## src/rtl/mux_arb_rr_if.sv

```systemverilog
// mux_arb_rr_if: channel-side and output-side handshake bundle for mux_arb_rr
interface mux_arb_rr_if #(
  parameter int WIDTH = 16,
  parameter int NCH = 16,
  parameter int SELW = $clog2(NCH) + 1
);
  logic [NCH*WIDTH-1:0] in_data;
  logic [NCH-1:0] in_valid;
  logic [NCH-1:0] in_ready;
  logic mode;
  logic [SELW-1:0] fn_sel;
  logic [WIDTH-1:0] out_data;
  logic [SELW-1:0] out_ch;
  logic out_valid;
  logic out_ready;
  logic sel_err;
  modport master(
    output in_data, in_valid, mode, fn_sel, out_ready,
    input in_ready, out_data, out_ch, out_valid, sel_err
  );
  modport slave(
    input in_data, in_valid, mode, fn_sel, out_ready,
    output in_ready, out_data, out_ch, out_valid, sel_err
  );
endinterface

```

## src/rtl/mux_arb_rr.sv

```systemverilog
// mux_arb_rr: fixed-select or round-robin N-channel mux into a single full-throughput output register
module mux_arb_rr #(
  parameter int WIDTH = 16,
  parameter int NCH = 16,
  parameter int SELW = $clog2(NCH) + 1
) (
  input logic clk,
  input logic rst_n,
  mux_arb_rr_if.slave bus
);
  localparam int PW = $clog2(NCH);
  logic [PW-1:0] ptr;
  logic [PW-1:0] rr_g;
  logic [PW-1:0] ch;
  logic rr_hit;
  logic load_en;
  logic fix_ok;
  logic grant_en;
  logic xfer;
  assign load_en = !bus.out_valid || bus.out_ready;
  assign fix_ok = bus.fn_sel < SELW'(NCH);
  always_comb begin
    rr_hit = 1'b0;
    rr_g = '0;
    for (int k = NCH - 1; k >= 0; k--)
      if (bus.in_valid[PW'((int'(ptr) + k) % NCH)]) begin
        rr_hit = 1'b1;
        rr_g = PW'((int'(ptr) + k) % NCH);
      end
  end
  assign ch = bus.mode ? rr_g : bus.fn_sel[PW-1:0];
  assign grant_en = rst_n && load_en && (bus.mode ? rr_hit : fix_ok);
  assign bus.in_ready = grant_en ? NCH'(1) << ch : '0;
  assign xfer = |(bus.in_ready & bus.in_valid);
  always_ff @(posedge clk) begin
    if (!rst_n) begin
      bus.out_valid <= 1'b0;
      bus.out_data <= '0;
      bus.out_ch <= '0;
      bus.sel_err <= 1'b0;
      ptr <= '0;
    end else begin
      bus.sel_err <= !bus.mode && !fix_ok;
      if (xfer) begin
        bus.out_valid <= 1'b1;
        bus.out_data <= bus.in_data[ch*WIDTH +: WIDTH];
        bus.out_ch <= SELW'(ch);
        if (bus.mode) ptr <= rr_g == PW'(NCH - 1) ? '0 : rr_g + 1'b1;
      end else if (bus.out_ready) begin
        bus.out_valid <= 1'b0;
      end
    end
  end
endmodule

```

## src/flat_wrapper.sv

```systemverilog
// flat-port wrapper written by rule: the top's interface ports become plain ports
module mux_arb_rr_flat 
#(
  parameter int WIDTH = 16,
  parameter int NCH = 16,
  parameter int SELW = $clog2(NCH) + 1
)
  (clk, rst_n, bus_in_data, bus_in_valid, bus_mode, bus_fn_sel, bus_out_ready, bus_in_ready, bus_out_data, bus_out_ch, bus_out_valid, bus_sel_err);
  mux_arb_rr_if #(.WIDTH(WIDTH), .NCH(NCH), .SELW(SELW)) bus_i ();
  input logic clk;
  input logic rst_n;
  input wire logic [$bits(bus_i.in_data)-1:0] bus_in_data;
  input wire logic [$bits(bus_i.in_valid)-1:0] bus_in_valid;
  input wire logic [$bits(bus_i.mode)-1:0] bus_mode;
  input wire logic [$bits(bus_i.fn_sel)-1:0] bus_fn_sel;
  input wire logic [$bits(bus_i.out_ready)-1:0] bus_out_ready;
  output wire logic [$bits(bus_i.in_ready)-1:0] bus_in_ready;
  output wire logic [$bits(bus_i.out_data)-1:0] bus_out_data;
  output wire logic [$bits(bus_i.out_ch)-1:0] bus_out_ch;
  output wire logic [$bits(bus_i.out_valid)-1:0] bus_out_valid;
  output wire logic [$bits(bus_i.sel_err)-1:0] bus_sel_err;
  assign bus_i.in_data = bus_in_data;
  assign bus_i.in_valid = bus_in_valid;
  assign bus_i.mode = bus_mode;
  assign bus_i.fn_sel = bus_fn_sel;
  assign bus_i.out_ready = bus_out_ready;
  assign bus_in_ready = bus_i.in_ready;
  assign bus_out_data = bus_i.out_data;
  assign bus_out_ch = bus_i.out_ch;
  assign bus_out_valid = bus_i.out_valid;
  assign bus_sel_err = bus_i.sel_err;
  mux_arb_rr #(.WIDTH(WIDTH), .NCH(NCH), .SELW(SELW)) u_core (.clk(clk), .rst_n(rst_n), .bus(bus_i));
endmodule
```

## config.mk

```make
export PLATFORM = sky130hd
export DESIGN_NAME = mux_arb_rr_flat
export DESIGN_NICKNAME = d
export VERILOG_FILES = /design/src/rtl/mux_arb_rr_if.sv /design/src/rtl/mux_arb_rr.sv /design/src/flat_wrapper.sv
export SDC_FILE = /design/constraint.sdc
export NUM_CORES = 1
export LEC_CHECK = 0
export BUFFER_PORTS_ARGS = -buffer_cell sky130_fd_sc_hd__buf_2
export CORE_MARGIN = 8
export CORE_UTILIZATION = 48
export CTS_CLUSTER_SIZE = 30
export DETAILED_ROUTE_END_ITERATION = 10
export GPL_ROUTABILITY_DRIVEN = 0
export GPL_TIMING_DRIVEN = 0
export PLACE_DENSITY = 0.95
export SLEW_MARGIN = 20
export SYNTH_ARGS = -nofsm -noshare
export SYNTH_HDL_FRONTEND = slang
export SYNTH_SLANG_ARGS = --single-unit
```

## constraint.sdc

```tcl
create_clock -name clk -period 6.2 [get_ports clk]
set_input_delay 0.62 -clock clk [delete_from_list [all_inputs] [get_ports clk]]
set_output_delay 0.62 -clock clk [all_outputs]
set_load 0.05 [all_outputs]
```

==> results.py <==
metrics = {
    "worst_setup_path": {
        "slowest_delay_ns": 0.53,
        "cp.arrival_ns": 6.19,
        "path_max_fanout": 19,
        "path_cells": "buf_4 > buf_6 > inv_2 > buf_2 > ha_1 > clkbuf_4 > mux4_2 > mux2i_2 > mux2i_2 > o21bai_1 > a211o_1 > a22o_1 > o21ai_2 > buf_2 > clkbuf_1 > nand2_1 > a22oi_1 > a21oi_1 > mux2_2 > mux2i_1",
        "rrSetupSlack_ns": 0.20,
        "crit_required_ns": 6.39,
        "start_kind": "flop",
        "endpoint_kind": "flop",
        "path_class": "reg2reg",
        "crit_slowest_cell": "clkbuf_1",
    },
    "global_route": {
        "grt_max_degree": 27,
        "gr-total-overflow": 0,
        "track_usage_pct": 35.4,
        "grt_pass1_vias": 8151,
        "antenna_found_initial": 6,
        "grt_pass1_wl_um": 45600,
    },
    "cts": {
        "cts_root_buf": "clkbuf_16",
        "cts_tree": "built",
        "cts.sinks": 26,
        "cts.clk_slew.worst_paths_ns": 0.06,
        "clk_path_buf_depth": 2,
        "cts_buffers": 3,
        "h-tree-depth": 1,
        "clk_latency_ns": 0.26,
    },
    "routing": {
        "wl_um": 31300,
        "drt_pre_antenna_iters": 6,
        "dr.first_iter.drc_count": 1236,
        "drt-wirelength-per-cell_um": 24.0,
        "drc": 0,
        "final_antenna_net_count": 0,
        "via_per_inst": 6.57,
        "dr_total_vias": 8555,
    },
    "timing": {
        "max_freq_ghz": 0.167,
        "timing.final.crit_period_ns": 6.00,
        "slew_headroom_pct": 47.9,
        "worst_pin_slew_ns": 0.777,
        "post-route-period-util_pct": 96.8,
        "fin_worst_skew_ns": 0.00239,
        "slew_violations": 0,
        "setup_violations": 0,
        "hold_viol_final": 0,
    },
    "power": {
        "ir_drop_uv": 261,
        "cellPowerDensity_nw_per_um2": 508,
        "leakagePower_nw": 3.80,
        "power_mw": 4.12,
    },
    "floorplanning": {
        "die_height_um": 129,
        "core.rowCount": 41,
        "dieArea_sq_um": 16700,
        "dieWidth_um": 129,
        "io_pins": 320,
        "start_util_pct": 48.8,
        "coreArea_sq_um": 12600,
    },
    "place": {
        "port-buffer-count": 317,
        "post_dp_cell_area_sq_um": 7940,
        "dp_hpwl_um": 26300,
    },
    "synth": {
        "synth_top_area_cell": "mux2i_1",
        "ys_seq_area_share_pct": 8.48,
        "postSynthAreaPerCell_sq_um": 7.58,
        "ys_warn_count": 0,
        "syn_nets": 1099,
        "ys_ff_latch": 26,
        "synth_edf_count": 0,
        "synth_top_area_share_pct": 20.7,
        "syn-instance-count": 810,
        "synth_cell_types": 67,
        "synth.area.top_cells": "mux2i_1 21%, mux4_2 9.9%, a21oi_1 9.7%, dfxtp_1 8.5%, nand2_1 7.9%",
        "synthFlopType": "dfxtp_1",
        "synth_common_cells": "129 x nand2_1, 127 x mux2i_1, 119 x a21oi_1",
        "netlist_area_sq_um": 6140,
        "synthArstFlopShare_pct": 0,
        "synth.most_common_cell": "nand2_1",
    },
    "run": {
        "drv_cap": 0,
    },
    "cells_and_area": {
        "regArea_sq_um": 520,
        "multi_input_area_sq_um": 5260,
        "drive_gt1_share_pct": 39.5,
        "final_nets": 1418,
        "fill_cells": 1090,
        "area_growth_pct": 32.2,
        "final_cell_area_sq_um": 8110,
    },
    "hold_path": {
        "hold_path.class": "reg2reg",
    },
    "run_status": {
        "outcome": "finished, final reports clean",
    },
}
-- path summary, 6_finish.rpt --
check	depth (start not counted)	end	startpoint
hold reg to reg	2	u_core.bus.out_data[14]$_SDFFE_PN0P_	u_core.bus.out_data[14]$_SDFFE_PN0P_
hold / removal	2	u_core.bus.out_data[14]$_SDFFE_PN0P_	u_core.bus.out_data[14]$_SDFFE_PN0P_
setup reg to reg	20	u_core.bus.out_data[1]$_SDFFE_PN0P_	u_core.ptr[0]$_SDFFE_PN0P_
setup / recovery	20	u_core.bus.out_data[1]$_SDFFE_PN0P_	u_core.ptr[0]$_SDFFE_PN0P_
-- metal layers --
layer	global-route usage, %	part of all wire (%)	vias up
met5	0	0.073	-
met4	12.6	4.8	4
met3	12.2	14	159
met2	59.8	46	781
met1	40.9	35	3896
li1	-	-	3715
-- timing repair --
| item | CTS | global route |
|---|---|---|
| hold buffers | 0 | 0 |
| buffers inserted | 0 | 2 |
| endpoints found under the setup margin | 41 | 16 |
| resized for setup | 14 | 13 |
-- cell usage in the layout, fill, tap and decap left out, drive strengths merged, types with 27 or more instances in the layout --
cell | Yosys | routed
a221oi | 34 | 34
mux2 | 31 | 31
clkbuf | 34 | 37
buf | 41 | 355
nor2 | 50 | 50
mux4 | 27 | 27
mux2i | 127 | 127
a22oi | 33 | 33
a21oi | 119 | 119
nand2 | 129 | 129
-- worst max-delay path, delay by kind of cell (launching register included) --
family                   cells  cell delay, ns
multiplexers                 5            1.43
AND/OR/NAND/NOR              1            0.13
AO/OA/AOI/OAI                6            1.66
flip-flops                   1            0.33
adder cells (fa/ha/maj)      1            0.34
buffers and inverters        7            2.01
-- sequential cells by signal, indices dropped and copies added, names as in the netlist --
signal,cells
u_core.bus.out_valid,1
u_core.bus.out_data,16
u_core.ptr,4
u_core.bus.sel_err,1
u_core.bus.out_ch,4
-- cell type report --
class / count / share of cell area [%]
multi-input combinational: 697 / 64.8
timing repair buffer: 319 / 19.9
sequential: 26 / 6.41
buffer: 70 / 4.66
tap: 172 / 2.65
clock buffer: 3 / 0.925
inverter: 12 / 0.555
antenna: 4 / 0.123
-- metrics by stage --
step	utilization (%)	hold slack, ns	TNS [ns]	setup slack [ns]	std cells
after global placement	63.2	0.441	-6.02	-0.649	1299
after detailed placement	63.2	0.445	-9.92	-0.761	1299
final	64.6	0.456	0	0.197	1303
after floorplan	-	0.674	0	0.272	810
after global routing	64.5	0.482	-0.0256	-0.0200	1301
after CTS	64.0	0.459	0	0.0238	1300
-- kinds of logic after synthesis --
logic type	Yosys count	synth area share, %
AO/OA/AOI/OAI	258	27.9
XOR/XNOR	14	2.49
adder cells (fa/ha/maj)	8	1.63
buffers and inverters	87	7.08
flip-flops	26	8.48
multiplexers	185	36.3
other	1	0.0611
AND/OR/NAND/NOR	231	16.1
-- power by group --
group          switching, mW  total, mW  internal [mW]
registers             0.0216      0.237          0.216
logic                   2.34       3.74           1.40
clock network         0.0547      0.140         0.0854
total                   2.42       4.12           1.70
Power figures use the tool's default switching activity.
